$ cat config.mk
export PLATFORM = sky130hd
export DESIGN_NAME = switch_alloc_wormhole
export DESIGN_NICKNAME = d
export VERILOG_FILES = /design/src/rtl/swa_pkg.sv /design/src/rtl/output_lock_arbiter.sv /design/src/rtl/switch_alloc_wormhole.sv
export SDC_FILE = /design/constraint.sdc
export NUM_CORES = 1
export LEC_CHECK = 0
export ABC_CLOCK_PERIOD_IN_PS = 6300
export CORE_MARGIN = 3
export CORE_UTILIZATION = 30
export CTS_BUF_LIST = sky130_fd_sc_hd__clkbuf_4 sky130_fd_sc_hd__clkbuf_8 sky130_fd_sc_hd__clkbuf_16
export DETAILED_ROUTE_END_ITERATION = 7
export GPL_ROUTABILITY_DRIVEN = 0
export PLACE_DENSITY_LB_ADDON = 0.05
export SLEW_MARGIN = 20
export SYNTH_ARGS = -nofsm -noshare
export SYNTH_HDL_FRONTEND = slang
export SYNTH_HIERARCHICAL = 1
export SYNTH_SLANG_ARGS = --single-unit
$ cat constraint.sdc
create_clock -name clk -period 6.3 [get_ports clk]
set_clock_uncertainty 0.15 [all_clocks]
set_input_delay 0.63 -clock clk [delete_from_list [all_inputs] [get_ports clk]]
set_output_delay 0.63 -clock clk [all_outputs]
set_load 0.005 [all_outputs]
$ cat src/rtl/swa_pkg.sv
// Shared sizing, state and credit types for the wormhole switch allocator.
package swa_pkg;
    localparam int N       = 5;
    localparam int M       = 5;
    localparam int CREDITS = 4;
    localparam int CW      = $clog2(CREDITS + 1);
    localparam int IW      = (N > 1) ? $clog2(N) : 1;

    typedef enum logic {IDLE, LOCKED} port_state_t;
    typedef logic [CW-1:0] credit_t;
endpackage

$ cat src/rtl/output_lock_arbiter.sv
// One output port: wormhole lock FSM, round-robin pointer and downstream credit counter.
module output_lock_arbiter
    import swa_pkg::*;
(
    input  logic         clk,
    input  logic         reset,
    input  logic         ce,
    input  logic [N-1:0] req,
    input  logic [N-1:0] tail,
    input  logic         credit_ret,
    output logic [N-1:0] grant,
    output logic         locked,
    output credit_t      credit,
    output logic         err
);
    localparam credit_t       CREDIT_MAX = credit_t'(CREDITS);
    localparam logic [IW-1:0] LAST       = IW'(N - 1);

    port_state_t   state;
    logic [IW-1:0] owner;
    logic [IW-1:0] ptr;
    logic [IW-1:0] pick;
    logic [IW-1:0] idx;
    logic          pick_valid;
    credit_t       credit_q;
    logic          err_q;

    // Grants are combinational from registered state; reset forces them low.
    always_comb begin
        pick_valid = 1'b0;
        pick       = '0;
        idx        = '0;
        if (!reset && ce && credit_q != '0) begin
            if (state == IDLE) begin
                for (int k = 0; k < N; k++) begin
                    idx = (int'(ptr) + k >= N) ? IW'(int'(ptr) + k - N) : IW'(int'(ptr) + k);
                    if (!pick_valid && req[idx]) begin
                        pick_valid = 1'b1;
                        pick       = idx;
                    end
                end
            end else if (req[owner]) begin
                pick_valid = 1'b1;
                pick       = owner;
            end
        end
        grant = '0;
        if (pick_valid) grant[pick] = 1'b1;
    end

    always_ff @(posedge clk or posedge reset) begin
        if (reset) begin
            state <= IDLE;
            owner <= '0;
            ptr   <= '0;
        end else if (pick_valid) begin
            if (state == IDLE) begin
                ptr <= (pick == LAST) ? '0 : pick + 1'b1;
                if (!tail[pick]) begin
                    state <= LOCKED;
                    owner <= pick;
                end
            end else if (tail[pick]) begin
                state <= IDLE;
            end
        end
    end

    // Credits track downstream space even while allocation is stalled by ce.
    always_ff @(posedge clk or posedge reset) begin
        if (reset) begin
            credit_q <= CREDIT_MAX;
            err_q    <= 1'b0;
        end else if (pick_valid && !credit_ret) begin
            credit_q <= credit_q - 1'b1;
        end else if (!pick_valid && credit_ret) begin
            if (credit_q == CREDIT_MAX) err_q <= 1'b1;
            else                        credit_q <= credit_q + 1'b1;
        end
    end

    assign locked = (state == LOCKED);
    assign credit = credit_q;
    assign err    = err_q;
endmodule

$ cat src/rtl/switch_alloc_wormhole.sv
// Wormhole switch allocator: conditions requests, runs one lock arbiter per output, merges grants.
module switch_alloc_wormhole
    import swa_pkg::*;
(
    input  logic                  clk,
    input  logic                  reset,
    input  logic                  ce,
    input  logic [0:N-1][0:M-1]   i_output_req,
    input  logic [0:N-1]          i_tail,
    input  logic [0:M-1]          i_credit_ret,
    output logic [0:M-1][0:N-1]   o_output_grant,
    output logic [0:N-1]          o_input_grant,
    output logic [0:M-1]          o_locked,
    output logic [0:M-1][CW-1:0]  o_credit,
    output logic                  o_credit_err
);
    logic [N-1:0] col_req   [M];
    logic [N-1:0] col_grant [M];
    credit_t      col_credit[M];
    logic [M-1:0] col_locked;
    logic [M-1:0] col_err;
    logic [N-1:0] tail_vec;

    // Keep only the lowest-index output per input so an input can win at most one port.
    always_comb begin : reduce_p
        logic seen;
        seen     = 1'b0;
        tail_vec = '0;
        for (int i = 0; i < M; i++) col_req[i] = '0;
        for (int j = 0; j < N; j++) begin
            tail_vec[j] = i_tail[j];
            seen        = 1'b0;
            for (int i = 0; i < M; i++) begin
                if (i_output_req[j][i] && !seen) begin
                    col_req[i][j] = 1'b1;
                    seen          = 1'b1;
                end
            end
        end
    end

    for (genvar i = 0; i < M; i++) begin : g_out
        output_lock_arbiter u_arb (
            .clk        (clk),
            .reset      (reset),
            .ce         (ce),
            .req        (col_req[i]),
            .tail       (tail_vec),
            .credit_ret (i_credit_ret[i]),
            .grant      (col_grant[i]),
            .locked     (col_locked[i]),
            .credit     (col_credit[i]),
            .err        (col_err[i])
        );
    end

    always_comb begin
        o_output_grant = '0;
        o_input_grant  = '0;
        o_locked       = '0;
        o_credit       = '0;
        for (int i = 0; i < M; i++) begin
            o_locked[i] = col_locked[i];
            o_credit[i] = col_credit[i];
            for (int j = 0; j < N; j++) begin
                o_output_grant[i][j] = col_grant[i][j];
                o_input_grant[j]     = o_input_grant[j] | col_grant[i][j];
            end
        end
        o_credit_err = |col_err;
    end
endmodule

# After elaboration in Yosys (flattened, before gate mapping)
# Cells that the tools add are included.
[word_totals]
reg_bits = 55
input_bits = 38
[op_classes]
reduce_logical = 143
n_eq_ne = 15
addsub = 60
n_lt_le_gt_ge = 65
bitwise_logic = 35
muxes = 295
[op_table]
columns = ["op", "n"]
rows = [
  ["$mux W3", 85],
  ["$mux W1", 165],
  ["$lt A3 B4 Y1 const B", 35],
  ["$bmux W1 S3", 35],
  ["$ge A4 B3 Y1 const B", 20],
  ["$sub A3 B3 Y3 const B", 25],
  ["$logic_and A1 B1 Y1", 61],
  ["$logic_not A1 Y1", 51],
  ["$add A3 B2 Y4 const B", 10],
  ["$add A3 B1 Y3 const B", 10],
  ["$eq A3 B3 Y1 const B", 10],
  ["$reduce_and A3 Y1", 10],
  ["$mux W5", 5],
  ["$add A3 B1 Y4 const B", 5],
  ["$add A3 B3 Y4 const B", 5],
  ["$or A1 B1 Y1", 20],
  ["$reduce_and A2 Y1", 10],
  ["$demux W1 S3", 5],
  ["$ge A3 B1 Y1 const B", 5],
  ["$ge A3 B3 Y1 const B", 5],
  ["$not A1 Y1", 15],
  ["$reduce_bool A3 Y1", 5],
  ["$sub A3 B1 Y3 const B", 5],
  ["$ne A2 B1 Y1 const B", 5],
  ["other kinds (2)", 6],
]

# Longest topological paths before layout
[depth]
word_depth = 44
mapped_depth = 23
depth_no_buf = 20

# By module
# Netlist, hierarchy kept.
[by_module_without_submodules]
columns = ["module", "area_each_um2", "instances", "seq_area_each_um2", "cells_per_inst"]
rows = [
  ["output_lock_arbiter at g_out[1].u_arb ...", 2119.5, 3, 276.5, 257],
  ["output_lock_arbiter at g_out[4].u_arb", 2058.2, 1, 276.5, 255],
  ["output_lock_arbiter at g_out[0].u_arb", 2054.5, 1, 276.5, 252],
  ["switch_alloc_wormhole", 325.3, 1, 0.0, 43],
]

# Least setup slack after synthesis
# OpenSTA, ideal clock, no wires.
[synth_path]
path_kind = "reg2out"
startpoint = "reg g_out[0].u_arb.ptr[0]"
endpoint = "out o_input_grant[0] in the netlist's numbering"
stages_incl_launch_ff = 22
t_arrival_ps = 3757
required_ps = 5520
setup_slack_ps = 1763
cell_sequence = "dfrtp_1 -> buf_6 -> buf_6 -> buf_6 -> buf_4 -> inv_2 -> ha_1 -> inv_1 -> fa_1 -> clkbuf_1 -> nor2_1 -> a2bb2oi_1 -> a21oi_1 -> o21a_1 -> or3_4 -> nor4_2 -> a311oi_2 -> nand2_2 -> nand2_1 -> nor3_1 -> nor3_1 -> nand2_1"
[synth_rtl]
columns = ["item", "line_no", "rtl"]
rows = [
  ["start, declared", "output_lock_arbiter.sv:21", "logic [IW-1:0] ptr;"],
  ["start signal, assigned", "output_lock_arbiter.sv:58", "ptr <= (pick == LAST) ? '0 : pick + 1'b1;"],
  ["end, declared", "switch_alloc_wormhole.sv:12", "output logic [0:N-1] o_input_grant,"],
]

==> flow_metrics.py <==
metrics = {
    "run_status": {
        "status": "complete, no violations",
    },
    "route": {
        "wl_per_cell_um": 20.8,
        "ant_nets": 0,
        "wirelength_mm": 38.6,
        "drc": 0,
        "vias": 10500,
        "vias_per_cell": 5.64,
        "firstDrtPassIters": 5,
        "drt_iter0_drc": 718,
    },
    "floorplan": {
        "io_pins": 89,
        "die_area_sq_um": 38300,
        "coreArea_sq_um": 35000,
        "die_w_um": 196,
        "fp-row-count": 68,
        "dieHeight_um": 196,
        "initial_core_util_pct": 30.9,
    },
    "synthesis": {
        "yosys.area_share.simple_pct": 27.1,
        "synth_area_sq_um": 10800,
        "synthArstFlopShare_pct": 100,
        "ys_seq_area_share_pct": 12.8,
        "yosys_register_bits": 55,
        "synth_mux_area_share_pct": 12.0,
        "synthAdderAreaFrac_pct": 8.81,
        "synth_compound_area_share_pct": 30.2,
        "syn_avg_cell_area_sq_um": 8.17,
        "synth_warnings": 6,
        "synth-edff-count": 0,
        "synth_top_family_by_area": "compound AO/OA/AOI/OAI gates",
        "synth_cell_type_count": 123,
        "synthXorXnorAreaFrac_pct": 1.75,
        "synth_top_flop_cell": "dfrtp_1",
        "synth_fp_nets": 1429,
        "netlist_instances": 1321,
    },
    "cells_and_area": {
        "drive_gt1_share_pct": 15.1,
        "multi_input_area_sq_um": 8620,
        "register_area_sq_um": 1380,
        "fin_nets": 1510,
        "fill_cells": 3659,
        "syn_to_final_growth_pct": 13.9,
        "diodes": 0,
    },
    "critical_path": {
        "worst_setup_path_end_kind": "output port",
        "crit_chain": "clkdlybuf4s50_1 > nor4b_2 > nand2b_1 > a211oi_1 > o22ai_1 > a21oi_2 > nor4b_4 > and3_1 > a221oi_2 > o2bb2ai_1 > nor3_1 > buf_4 > nor2_1 > nand2_1 > clkdlybuf4s50_1",
        "path_common_cell": "clkdlybuf4s50_1",
        "path_max_fanout": 7,
        "cp.required_ns": 5.52,
        "critical_path.startpoint_type": "input pin",
        "crit_arrival_ns": 4.98,
        "rr_worst_depth": 15,
        "critPathKind": "input pin to output port",
        "critPathMaxStageDelay_ns": 0.78,
        "slowest_stage": "nor4b_2",
    },
    "global_route": {
        "grt_max_degree": 37,
        "grt-ovfl-total": 0,
        "antenna_found_initial": 0,
        "grt_first_pass_wirelength_mm": 60.0,
        "grt_use_total_pct": 19.6,
        "grt_pass1_vias": 10200,
    },
    "power": {
        "peakVddDrop_v": 0.000299,
        "powerDensity_nw_per_um2": 582,
        "p_switching_mw": 3.93,
        "seqPwrFrac_pct": 10.7,
        "p_comb_share_pct": 84.8,
        "p_clk_share_pct": 4.5,
        "leakage_nw": 4.97,
        "intPower_mw": 3.22,
        "swShare_pct": 55.0,
    },
    "cts": {
        "cts_tree": "yes",
        "cts-resized-gates": 0,
        "clk_latency_ns": 0.32,
        "ctsHoldBuffers": 0,
        "clkTransAtPathRegs_ns": 0.09,
        "cts_sinks": 55,
        "cts-htree-levels": 2,
        "clock_path_buffers": 2,
        "cts_buffers": 5,
        "cts_setup_buffers": 0,
        "cts-root-buf": "clkbuf_16",
    },
    "timing": {
        "hold_violations": 0,
        "max_freq_ghz": 0.174,
        "max_slew_margin_pct": 46.0,
        "worstMarginPinSlew_ns": 0.800,
        "fin_crit_ns": 5.76,
        "rsz0062_at_grt": "no",
        "drv_slew": 0,
        "period_share_pct": 91.5,
        "setup_violations": 0,
        "setup_tns_ns": 0,
        "holdWs_ns": 0.337,
    },
    "placement": {
        "numPortBuffers": 88,
        "post-dp-hpwl_mm": 30.7,
    },
    "job": {
        "max-cap-violations": 0,
    },
    "min_path": {
        "min_path_type": "flop to flop",
        "holdPathStages": 1,
    },
}
-- worst max-delay path: cells and delay by family --
kind                   cells  cell delay, ns
buffers and inverters      3            1.17
AND/OR/NAND/NOR            7            1.72
AO/OA/AOI/OAI              5            1.43
-- area by class of cell --
class                           count  share of cell area (%)
Clock inverter                      3                   0.224
Sequential cell                    55                    11.2
Tap cell                          455                    4.63
Timing Repair Buffer              135                    10.0
Multi-Input combinational cell   1115                    70.1
Inverter                           90                    2.75
Clock buffer                        5                    1.02
-- routing by layer --
layer | GRT usage, % | part of all wire [%] | vias up
met5 | 0 | 0 | -
met4 | 5.78 | 2.9 | 0
met3 | 2.44 | 3.9 | 48
met2 | 33.1 | 47 | 257
met1 | 26.3 | 46 | 5076
li1 | - | - | 5102
-- logic make-up after synthesis --
family                     Yosys count
and+or+nand+nor                    507
AOI/OAI and AO/OA                  415
buffers and inverters              151
muxes                              104
adders and majority gates           70
DFF                                 55
xor gates and xnor gates            19
-- power by group through the flow --
stage | logic, mW | clock network, mW | registers (mW)
5_1_grt | 6.66 | 0.344 | 0.797
4_1_cts | 6.05 | 0.333 | 0.769
2_1_floorplan | 4.62 | 0 | 0.704
6_report | 6.07 | 0.321 | 0.766
3_5_place_dp | 6.02 | 0 | 0.775
3_3_place_gp | 6.10 | 0 | 0.780
-- Yosys cell counts, types with 12 or more instances --
cell type	n	area share [%]
a211oi_1	33	2.3
a21o_1	20	1.4
a21oi_1	52	2.4
a31oi_1	20	1.2
and2_1	12	0.70
and3_1	12	0.70
buf_2	23	1.1
buf_6	13	1.4
dfrtp_1	50	12
ha_1	60	7.0
inv_1	87	3.0
mux2_1	12	1.3
mux2_4	12	1.7
mux2i_1	58	5.4
nand2_1	119	4.1
nand2b_1	56	3.2
nand3_1	20	0.93
nor2_1	112	3.9
nor2b_1	23	1.3
nor3_1	39	1.8
o21ai_0	61	2.8
o21ai_1	15	0.70
o31ai_1	20	1.4
-- worst paths after layout --
path	startpoint	to	slack [ns]
min	g_out[3].u_arb/err	g_out[3].u_arb/err	0.34
min in group asynchronous	reset	g_out[1].u_arb/owner[0]	0.73
max	i_output_req[24]	o_input_grant[0]	0.54
max reg2reg	g_out[1].u_arb/ptr[0]	g_out[1].u_arb/owner[2]	1.60
max in group asynchronous	reset	g_out[2].u_arb/credit[2]	4.83
min reg2reg	g_out[3].u_arb/err	g_out[3].u_arb/err	0.34
-- cells in the final DEF (no fill, tap or decap), drive strengths merged, types with 47 or more instances in the layout --
| cell | count |
|---|---|
| nand2 | 127 |
| nor2 | 114 |
| inv | 90 |
| clkdlybuf4s50 | 88 |
| o21ai | 83 |
| a21oi | 62 |
| ha | 60 |
| mux2i | 59 |
| nand2b | 57 |
| dfrtp | 50 |
| buf | 47 |
-- sequential cells by signal (all words and copies together), names as in the netlist --
register            flops
g_out.u_arb/err         5
g_out.u_arb/owner      15
g_out.u_arb/locked      5
g_out.u_arb/credit     15
g_out.u_arb/ptr        15
-- metrics by stage --
step	utilization, %	power [mW]	area, sq um	setup slack (ns)	cells
detailed placement	34.7	6.80	12100	0.577	1850
global route	35.2	7.81	12300	0.258	1858
CTS	35.2	7.15	12300	0.535	1858
finish	35.2	7.16	12300	0.537	1858
floorplan	-	5.32	10800	1.76	1321
global placement	34.7	6.88	12100	0.516	1850
No activity file was read; power rests on OpenSTA's default activity.
